==> src/rtl/gpr_pkg.sv <==
// Shared register-file geometry for the GPR write-back path.
package gpr_pkg;

    localparam int GPR_AW  = 5;
    localparam int GPR_DW  = 32;
    localparam int GPR_NUM = 32;

    localparam logic [GPR_AW-1:0] GPR_ZERO = 5'd0;

    typedef logic [GPR_AW-1:0] gpr_addr_t;
    typedef logic [GPR_DW-1:0] gpr_data_t;

endpackage

==> src/rtl/rr_arbiter.sv <==
// Round-robin arbiter: one-hot grant, search starts just after the last winner.
module rr_arbiter #(
    parameter int N = 3
) (
    input  logic         clk,
    input  logic         rst,
    input  logic [N-1:0] req,
    input  logic         advance,
    output logic [N-1:0] grant
);

    localparam int LW = (N > 1) ? $clog2(N) : 1;

    logic [LW-1:0] last_r;
    logic [LW-1:0] grant_idx_s;
    logic [LW-1:0] idx_s;
    logic          found_s;

    // Scan requesters starting at last+1, wrapping modulo N.
    always_comb begin
        grant       = '0;
        grant_idx_s = last_r;
        found_s     = 1'b0;
        idx_s       = '0;
        for (int k = 1; k <= N; k++) begin
            idx_s = LW'((int'(last_r) + k) % N);
            if (!found_s && req[idx_s]) begin
                grant[idx_s] = 1'b1;
                grant_idx_s  = idx_s;
                found_s      = 1'b1;
            end else begin
                found_s = found_s;
            end
        end
    end

    // Last-grant pointer; reset value makes index 0 win first.
    always_ff @(posedge clk or posedge rst) begin
        if (rst) begin
            last_r <= LW'(N - 1);
        end else if (advance) begin
            last_r <= grant_idx_s;
        end else begin
            last_r <= last_r;
        end
    end

endmodule

==> src/rtl/gpr_wb_sched.sv <==
// Write-back scheduler: arbitrates producers onto the GPR write port and
// tracks which registers still have a write in flight.
module gpr_wb_sched
    import gpr_pkg::*;
#(
    parameter int NREQ = 3,
    parameter int DW   = GPR_DW,
    parameter int AW   = GPR_AW
) (
    input  logic             clk,
    input  logic             rst,
    input  logic [NREQ-1:0]  req_valid,
    input  logic [NREQ*AW-1:0] req_rw,
    input  logic [NREQ*DW-1:0] req_wd,
    output logic [NREQ-1:0]  req_ready,
    input  logic             rsv_valid,
    input  logic [AW-1:0]    rsv_rw,
    output logic             rsv_ready,
    input  logic [AW-1:0]    qa,
    input  logic [AW-1:0]    qb,
    output logic             busy_a,
    output logic             busy_b,
    output logic             gpr_we,
    output logic [AW-1:0]    gpr_rw,
    output logic [DW-1:0]    gpr_wd
);

    localparam int NREG = 1 << AW;

    logic [NREQ-1:0] grant_s;
    logic            transfer_s;
    logic [AW-1:0]   sel_rw_s;
    logic [DW-1:0]   sel_wd_s;
    logic [NREG-1:0] busy_r;
    logic [NREG-1:0] busy_nxt_s;

    rr_arbiter #(.N(NREQ)) u_arb (
        .clk     (clk),
        .rst     (rst),
        .req     (req_valid),
        .advance (transfer_s),
        .grant   (grant_s)
    );

    assign req_ready  = grant_s;
    assign transfer_s = |(req_valid & grant_s);

    // Select the granted requester's destination and data.
    always_comb begin
        sel_rw_s = '0;
        sel_wd_s = '0;
        for (int i = 0; i < NREQ; i++) begin
            if (grant_s[i]) begin
                sel_rw_s = req_rw[i*AW +: AW];
                sel_wd_s = req_wd[i*DW +: DW];
            end else begin
                sel_rw_s = sel_rw_s;
            end
        end
    end

    // Output stage: one cycle after the handshake; register 0 never writes.
    always_ff @(posedge clk or posedge rst) begin
        if (rst) begin
            gpr_we <= 1'b0;
            gpr_rw <= '0;
            gpr_wd <= '0;
        end else if (transfer_s) begin
            gpr_we <= (sel_rw_s != AW'(GPR_ZERO));
            gpr_rw <= sel_rw_s;
            gpr_wd <= sel_wd_s;
        end else begin
            gpr_we <= 1'b0;
        end
    end

    assign rsv_ready = rsv_valid & ~busy_r[rsv_rw];
    assign busy_a    = busy_r[qa];
    assign busy_b    = busy_r[qb];

    // Clear on commit, then apply a new reservation so a same-edge set wins.
    always_comb begin
        busy_nxt_s = busy_r;
        if (gpr_we) begin
            busy_nxt_s[gpr_rw] = 1'b0;
        end else begin
            busy_nxt_s = busy_nxt_s;
        end
        if (rsv_ready) begin
            busy_nxt_s[rsv_rw] = 1'b1;
        end else begin
            busy_nxt_s = busy_nxt_s;
        end
        busy_nxt_s[0] = 1'b0;
    end

    // Busy-register scoreboard.
    always_ff @(posedge clk or posedge rst) begin
        if (rst) begin
            busy_r <= '0;
        end else begin
            busy_r <= busy_nxt_s;
        end
    end

endmodule
==> config.mk <==
export PLATFORM = sky130hd
export DESIGN_NAME = gpr_wb_sched
export DESIGN_NICKNAME = d
export VERILOG_FILES = /design/src/rtl/gpr_pkg.sv /design/src/rtl/rr_arbiter.sv /design/src/rtl/gpr_wb_sched.sv
export SDC_FILE = /design/constraint.sdc
export NUM_CORES = 1
export LEC_CHECK = 0
export BUFFER_PORTS_ARGS = -buffer_cell sky130_fd_sc_hd__buf_2
export CORE_MARGIN = 4
export CORE_UTILIZATION = 40
export CTS_CLUSTER_DIAMETER = 150
export DETAILED_ROUTE_END_ITERATION = 8
export PLACE_DENSITY = 0.67
export SLEW_MARGIN = 20
export SYNTH_ARGS = -nofsm -noshare
export SYNTH_HDL_FRONTEND = slang
export SYNTH_SLANG_ARGS = --single-unit
==> constraint.sdc <==
create_clock -name clk -period 3.6 [get_ports clk]
set_input_delay 0.36 -clock clk [delete_from_list [all_inputs] [get_ports clk]]
set_output_delay 0.36 -clock clk [all_outputs]
set_load 0.02 [all_outputs]
======== After elaboration in Yosys (flattened, before gate mapping) ========
Index checks and enable logic that the tools add are counted.
storage, ports and cells
  output and inout port bits .............. 44
  register bits after elaboration ......... 71
  word-level logic and storage cells ...... 83
  input bits .............................. 132
cells by class
  divide/modulo/power cells ............... 3
  bitwise operators ....................... 8
  reductions and logical operators ........ 13
  mux-type cells .......................... 39
  add/sub/neg operators ................... 3
  order comparisons ....................... 12
operator list
  operator                 count
  $mux W32                 5
  $mod A32 B3 Y32 const B  3
  $and A32 B32 Y32         1
  $not A32 Y32             1
  $or A32 B32 Y32          1
  $lt A5 B6 Y1 const B     4
  $bmux W1 S5              3
  $mux W5                  3
  $mux W1                  14
  $demux W1 S5             2
  $ge A5 B1 Y1 const B     2
  $lt A2 B3 Y1 const B     3
  $mux W3                  3
  $logic_and A1 B1 Y1      7
  $add A2 B2 Y3 const B    2
  $bmux W1 S2              3
  $demux W1 S2             3
  $ge A2 B1 Y1 const B     3
  $mux W2                  3
  $or A3 B3 Y3             2
  $reduce_bool A5 Y1       1
  $add A2 B1 Y3 const B    1
  $and A3 B3 Y3            1
  $reduce_bool A3 Y1       1
  other kinds (5)          6

======== Longest topological paths before layout ========
  depth in word-level cells ............... 16
  mapped depth ............................ 14
  gate-level depth less buffers ........... 10

======== Hierarchy ========
A second synthesis with hierarchy kept.
second synthesis, totals
  cell total of the unflattened synthesis .. 479
  area total of the unflattened synthesis .. 4692.0 µm²
by module, submodules not included
  module        seq. area each (µm²)  times used  area each (µm²)  cells an instance
  gpr_wb_sched  1726.7                1           4290.4           430
  rr_arbiter    51.3                  1           401.6            49

======== Worst setup path after synthesis ========
Ideal clock, no wire load.
  kind .................................... register to register
  start ................................... register u_arb.last_r[1]
  end ..................................... register gpr_wd[10]
  setup time .............................. 0.135 ns
  required time ........................... 3.465 ns
  data arrival time ....................... 2.473 ns
  clock period less this slack ............ 2.608 ns
  slack ................................... 0.992 ns
  path buffers ............................ 3
  cell stages (with the launch flop) ...... 14
  path through ............................ dfstp_2 > inv_1 > ha_1 > buf_2 > mux2_2 > a2111oi_0 > o21ai_0 > and2_1 > inv_1 > a221oi_4 > buf_4 > buf_4 > nand2_1 > o21ai_0
between the ends
  longest elaborated chain between the ends .. 14
  elaborated cells on any way between the ends .. 43
  classes of those cells .................. add/sub (3); div (3); order compare (6); mux (20); bitwise (3); reduce/logical (8)
ends and longest elaborated chain
  element                                                               line                                RTL
  from (decl)                                                           rr_arbiter.sv:14                    logic [LW-1:0] last_r;
  from (signal assigned)                                                rr_arbiter.sv:40                    last_r <= LW'(N - 1);
  from (signal assigned)                                                rr_arbiter.sv:42                    last_r <= grant_idx_s;
  from (signal assigned)                                                rr_arbiter.sv:44                    last_r <= last_r;
  $add A2 B1 Y3                                                         rr_arbiter.sv:26                    idx_s = LW'((int'(last_r) + k) % N);
  $mod A32 B3 Y32                                                       rr_arbiter.sv:26
  $lt A2 B3 Y1 (not written as such) (tied with other cells)            rr_arbiter.sv:28                    grant[idx_s] = 1'b1;
  $logic_and A1 B1 Y1 (not written as such) or $mux W1 (tied branches)  rr_arbiter.sv:28, rr_arbiter.sv:27
  $mux W1 (on tied branches)                                            rr_arbiter.sv:28, rr_arbiter.sv:27
  $demux W1 S2 or $logic_not A1 Y1 (tied branches)                      --
  $mux W3 or $logic_and A1 B1 Y1 (tied branches)                        rr_arbiter.sv:27                    if (!found_s && req[idx_s]) begin
  $or A3 B3 Y3 (no line) or $mux W1 (tied branches)                     --
  $mux W3 or $logic_not A1 Y1 (tied branches)                           rr_arbiter.sv:27
  $or A3 B3 Y3 (no line) or $logic_and A1 B1 Y1 (tied branches)         --
  $mux W3 (*)                                                           rr_arbiter.sv:27
  via req_ready[0]                                                      gpr_wb_sched.sv:15                  output logic [NREQ-1:0] req_ready,
  $mux W32 (3 in a row)                                                 gpr_wb_sched.sv:53                  if (grant_s[i]) begin
  to (signal assigned)                                                  gpr_wb_sched.sv:71                  gpr_wd <= sel_wd_s;
  to (decl)                                                             gpr_wb_sched.sv:25                  output logic [DW-1:0] gpr_wd
The timed path passes the listed nets; every way through them passes the cells marked *. The select of a mux whose other input is x is not followed.
A chain may end at the register's enable or synchronous reset.

======== Worst setup path in the final report ========
  start ................................... register u_arb.last_r[0]
  end ..................................... output req_ready[1]
between the ends
  longest elaborated chain between the ends .. 11
  elaborated cells on any way between the ends .. 38
  classes of those cells .................. add/sub (3); div (3); order compare (6); mux (17); bitwise (2); reduce/logical (7)
ends and longest elaborated chain
  element                                                               line
  $add A2 B1 Y3                                                         rr_arbiter.sv:26
  $mod A32 B3 Y32                                                       rr_arbiter.sv:26
  $lt A2 B3 Y1 (not written as such) (tied with other cells)            rr_arbiter.sv:28
  $logic_and A1 B1 Y1 (not written as such) or $mux W1 (tied branches)  rr_arbiter.sv:28, rr_arbiter.sv:27
  $mux W1 (on tied branches)                                            rr_arbiter.sv:28, rr_arbiter.sv:27
  $demux W1 S2 or $logic_not A1 Y1 (tied branches)                      --
  $mux W3 or $logic_and A1 B1 Y1 (tied branches)                        rr_arbiter.sv:27
  $or A3 B3 Y3 (no line) or $mux W1 (tied branches)                     --
  $mux W3 or $logic_not A1 Y1 (tied branches)                           rr_arbiter.sv:27
  $or A3 B3 Y3 (no line) or $logic_and A1 B1 Y1 (tied branches)         --
  $mux W3 (*)                                                           rr_arbiter.sv:27
  to (decl)                                                             gpr_wb_sched.sv:15
Every way passes the cells marked *; elsewhere a longest branch is shown, timed or not. The select of a mux whose other input is x is not followed.

==> impl_metrics.yaml <==
status:
  status: "finished clean"
clock_network:
  root_buffer: "clkbuf_16"
  h-tree-depth: 3
  path_clk_slew_ns: 0.06
  numCtsBuffers: 9
  cts_sinks: 71
  cts-resized-gates: 0
  cts_hold_buf: 0
  post_cts_buffers: 0
  clkLatencyLatePin_ns: 0.34
  cts_tree: "built"
  clk_path_buf_depth: 2
sta:
  report.final.slew_viol_count: 0
  period_share_pct: 91.6
  fmax_mhz: 303
  tns_ns: 0
  fin_ws_ns: 0.302
  worst_slew_pin_slew_ns: 0.821
  finalSetupViolCount: 0
  hold_viol_final: 0
  skew_ns: 0.00996
  rsz0062_at_grt: "false"
  timing.slew.headroom_pct: 45.2
  timing.final.crit_period_ns: 3.30
global_route:
  gr-total-overflow: 0
  antenna_found_initial: 0
  grt_pass1_wl_um: 24100
  grt_usage_pct: 21.5
  grt_pass1_vias: 4697
  grt_max_degree: 73
synthesis:
  netlist_area_um2: 4800
  avgSynthCellArea_um2: 8.96
  synth-edff-count: 0
  synth_top_area_share_pct: 36.5
  syn_nets: 672
  yosys_warnings: 0
  syn-instance-count: 536
  async_flop_share_pct: 100
  ys_ff_latch: 71
  synth.distinct_cells: 50
  ys_seq_area_share_pct: 37.0
  synth_largest_area_cell: "dfrtp_1"
  synth_area_leaders: "dfrtp_1 (36%), o21ai_0 (12%), nand2_1 (10%), mux4_2 (9.4%), o211ai_1 (5.8%)"
  ys.flop_type: "dfrtp_1"
die:
  core-area_um2: 11600
  die_h_um: 118
  rows: 39
  chipWidth_um: 118
  initial_core_util_pct: 41.5
  die-area_um2: 13800
  io_pins: 176
place:
  hpwlAfterDp_um: 11200
  post-place-ws_ns: 0.572
  portBuffers: 175
  gp_congestion: 0.863
  placed_cell_area_um2: 5680
power_and_ir_drop:
  powerDensity_nw_per_um2: 980
  power_frac_comb_pct: 57.0
  internal_power_uw: 3180
  p_sw_uw: 2720
  p_sw_share_pct: 46.1
  power_frac_seq_pct: 25.4
  ir_worst_vdd_mv: 0.616
  power.leakage_uw: 0.00264
  p_clk_share_pct: 17.6
cells_and_area:
  seq_area_um2: 1780
  fin_nets: 822
  antenna_cells: 0
  fillCellCount: 1041
  area_growth_pct: 25.4
  multi_input_area_um2: 2750
  fin_area_um2: 6020
  layout-drive-gt1-share_pct: 36.2
route:
  vias: 4781
  drt-total-wl_um: 15000
  wl_per_cell_um: 18.0
  ant_nets: 0
  viasPerCell: 5.73
  drc: 0
  drt_first_pass_iters: 5
  drtIter0Drc: 501
setup_path:
  cp_max_fo: 39
  worstSetupStartpointType: "register"
  critPathRequiredTime_ns: 3.24
  end_kind: "output port"
  arrival_ns: 2.94
  crit_type: "reg -> out"
run:
  drv_cap: 0
min_path:
  min_path_type: "in -> async"
-- worst paths after layout --
| check | startpoint | slack (ns) | depth (start not counted) | endpoint |
|---|---|---|---|---|
| setup / recovery | u_arb.last_r[0] | 0.30 | 7 | req_ready[1] |
| hold / removal | rst | 0.18 | 2 | busy_r[23] |
| setup reg to reg | u_arb.last_r[0] | 0.55 | 10 | gpr_we |
| hold reg to reg | gpr_wd[7] | 0.48 | 2 | gpr_wd[7] |
| max in group asynchronous | rst | 2.60 | 3 | u_arb.last_r[1] |
| min in group clk | req_wd[80] | 0.32 | 3 | gpr_wd[16] |
-- per-layer routing --
layer  vias up  GRT usage [%]  wire, um  part of all wire (%)
met1      2259           27.6      6140                    41
met2       245           35.6      7270                    48
met5         -              0         0                     0
met4         0           6.81       240                   1.6
li1       2254              -         -                     -
met3        23           5.57      1390                   9.3
-- state kept, by name (all words and copies together), names as in the netlist --
signal,flops
u_arb.last_r,2
gpr_wd,32
gpr_rw,5
gpr_we,1
busy_r,31
-- synthesized netlist by cell type (2+ instances only) --
| library cell | n |
|---|---|
| inv_2 | 2 |
| a211oi_1 | 2 |
| or3b_2 | 5 |
| a221oi_4 | 2 |
| inv_1 | 6 |
| or4bb_1 | 2 |
| mux2_2 | 6 |
| o21ai_1 | 19 |
| dfrtp_1 | 70 |
| buf_2 | 15 |
| nand3b_1 | 16 |
| nand3_1 | 7 |
| clkbuf_8 | 4 |
| ha_1 | 4 |
| nand2b_1 | 3 |
| nand2_1 | 128 |
| o211ai_1 | 37 |
| o21ai_0 | 111 |
| clkbuf_1 | 20 |
| mux4_2 | 20 |
| o21ai_2 | 8 |
| buf_4 | 4 |
| a21oi_1 | 4 |
| nor2b_1 | 2 |
| mux2i_1 | 3 |
| nor2_1 | 8 |
| mux4_1 | 5 |
-- stage by stage --
| stage | util, % | total power, uW | instances | hold slack (ns) |
|---|---|---|---|---|
| 2_1_floorplan | - | 4040 | 536 | 0.495 |
| 3_3_place_gp | 49.1 | 4760 | 818 | 0.459 |
| 3_5_place_dp | 49.1 | 4880 | 818 | 0.471 |
| 4_1_cts | 52.1 | 5930 | 834 | 0.204 |
| 5_1_grt | 52.1 | 6420 | 834 | 0.249 |
| 6_report | 52.1 | 5900 | 834 | 0.185 |
-- worst max-delay path, cell delays in order (launching register included) --
cell and delay, ns:
dfrtp_1 0.39, inv_1 0.08, ha_1 0.46, or4bb_1 0.54, a211oi_1 0.24, nor3_2 0.09
inv_2 0.49, buf_2 0.29
-- layout by cell type, fill, tap and decap left out, types with 2 or more instances in the layout --
cell       synthesis  layout
a21oi_1            4       4
nor2b_1            2       2
o21ai_1           19      19
mux4_2            20      20
o211ai_1          37      37
nand3b_1          16      16
inv_2              2       3
clkbuf_16          0       9
ha_1               4       4
buf_4              4       8
nand2b_1           3       3
bufinv_16          0       3
mux2i_1            3       3
mux2_2             6       6
buf_2             15     175
nor2_1             8       8
nand2_1          128     128
dfrtp_1           70      70
nand3_1            7       7
o21ai_0          111     111
mux4_1             5       5
inv_1              6       5
a211oi_1           2       2
or3b_2             5       5
o21ai_2            8       8
a221oi_4           2       2
or4bb_1            2       2
-- cells by family (layout without fill, tap and decap cells) --
logic type	after synthesis	in the layout	share of synthesized area [%]
muxes	34	34	14.1
and+or+nand+nor	181	181	17.4
adders and majority gates	4	4	1.04
AOI/OAI and AO/OA	194	194	24.6
buffers and inverters	52	207	5.76
DFF	71	71	37.0
-- power by group through the flow --
stage / registers [uW] / logic [uW] / clock network [uW]
floorplan: 1610 / 2430 / 0
global placement: 1490 / 3270 / 0
detailed placement: 1500 / 3380 / 0
CTS: 1490 / 3380 / 1060
global route: 1550 / 3780 / 1090
finish: 1500 / 3360 / 1040
-- area by class of cell --
| type | instances | share of cell area (%) |
|---|---|---|
| Tap cell | 143 | 2.97 |
| Clock buffer | 11 | 4.03 |
| Sequential cell | 71 | 29.5 |
| Timing Repair Buffer | 183 | 15.5 |
| Clock inverter | 5 | 1.72 |
| Multi-Input combinational cell | 413 | 45.7 |
| Inverter | 8 | 0.499 |
Power figures use the tool's default switching activity.
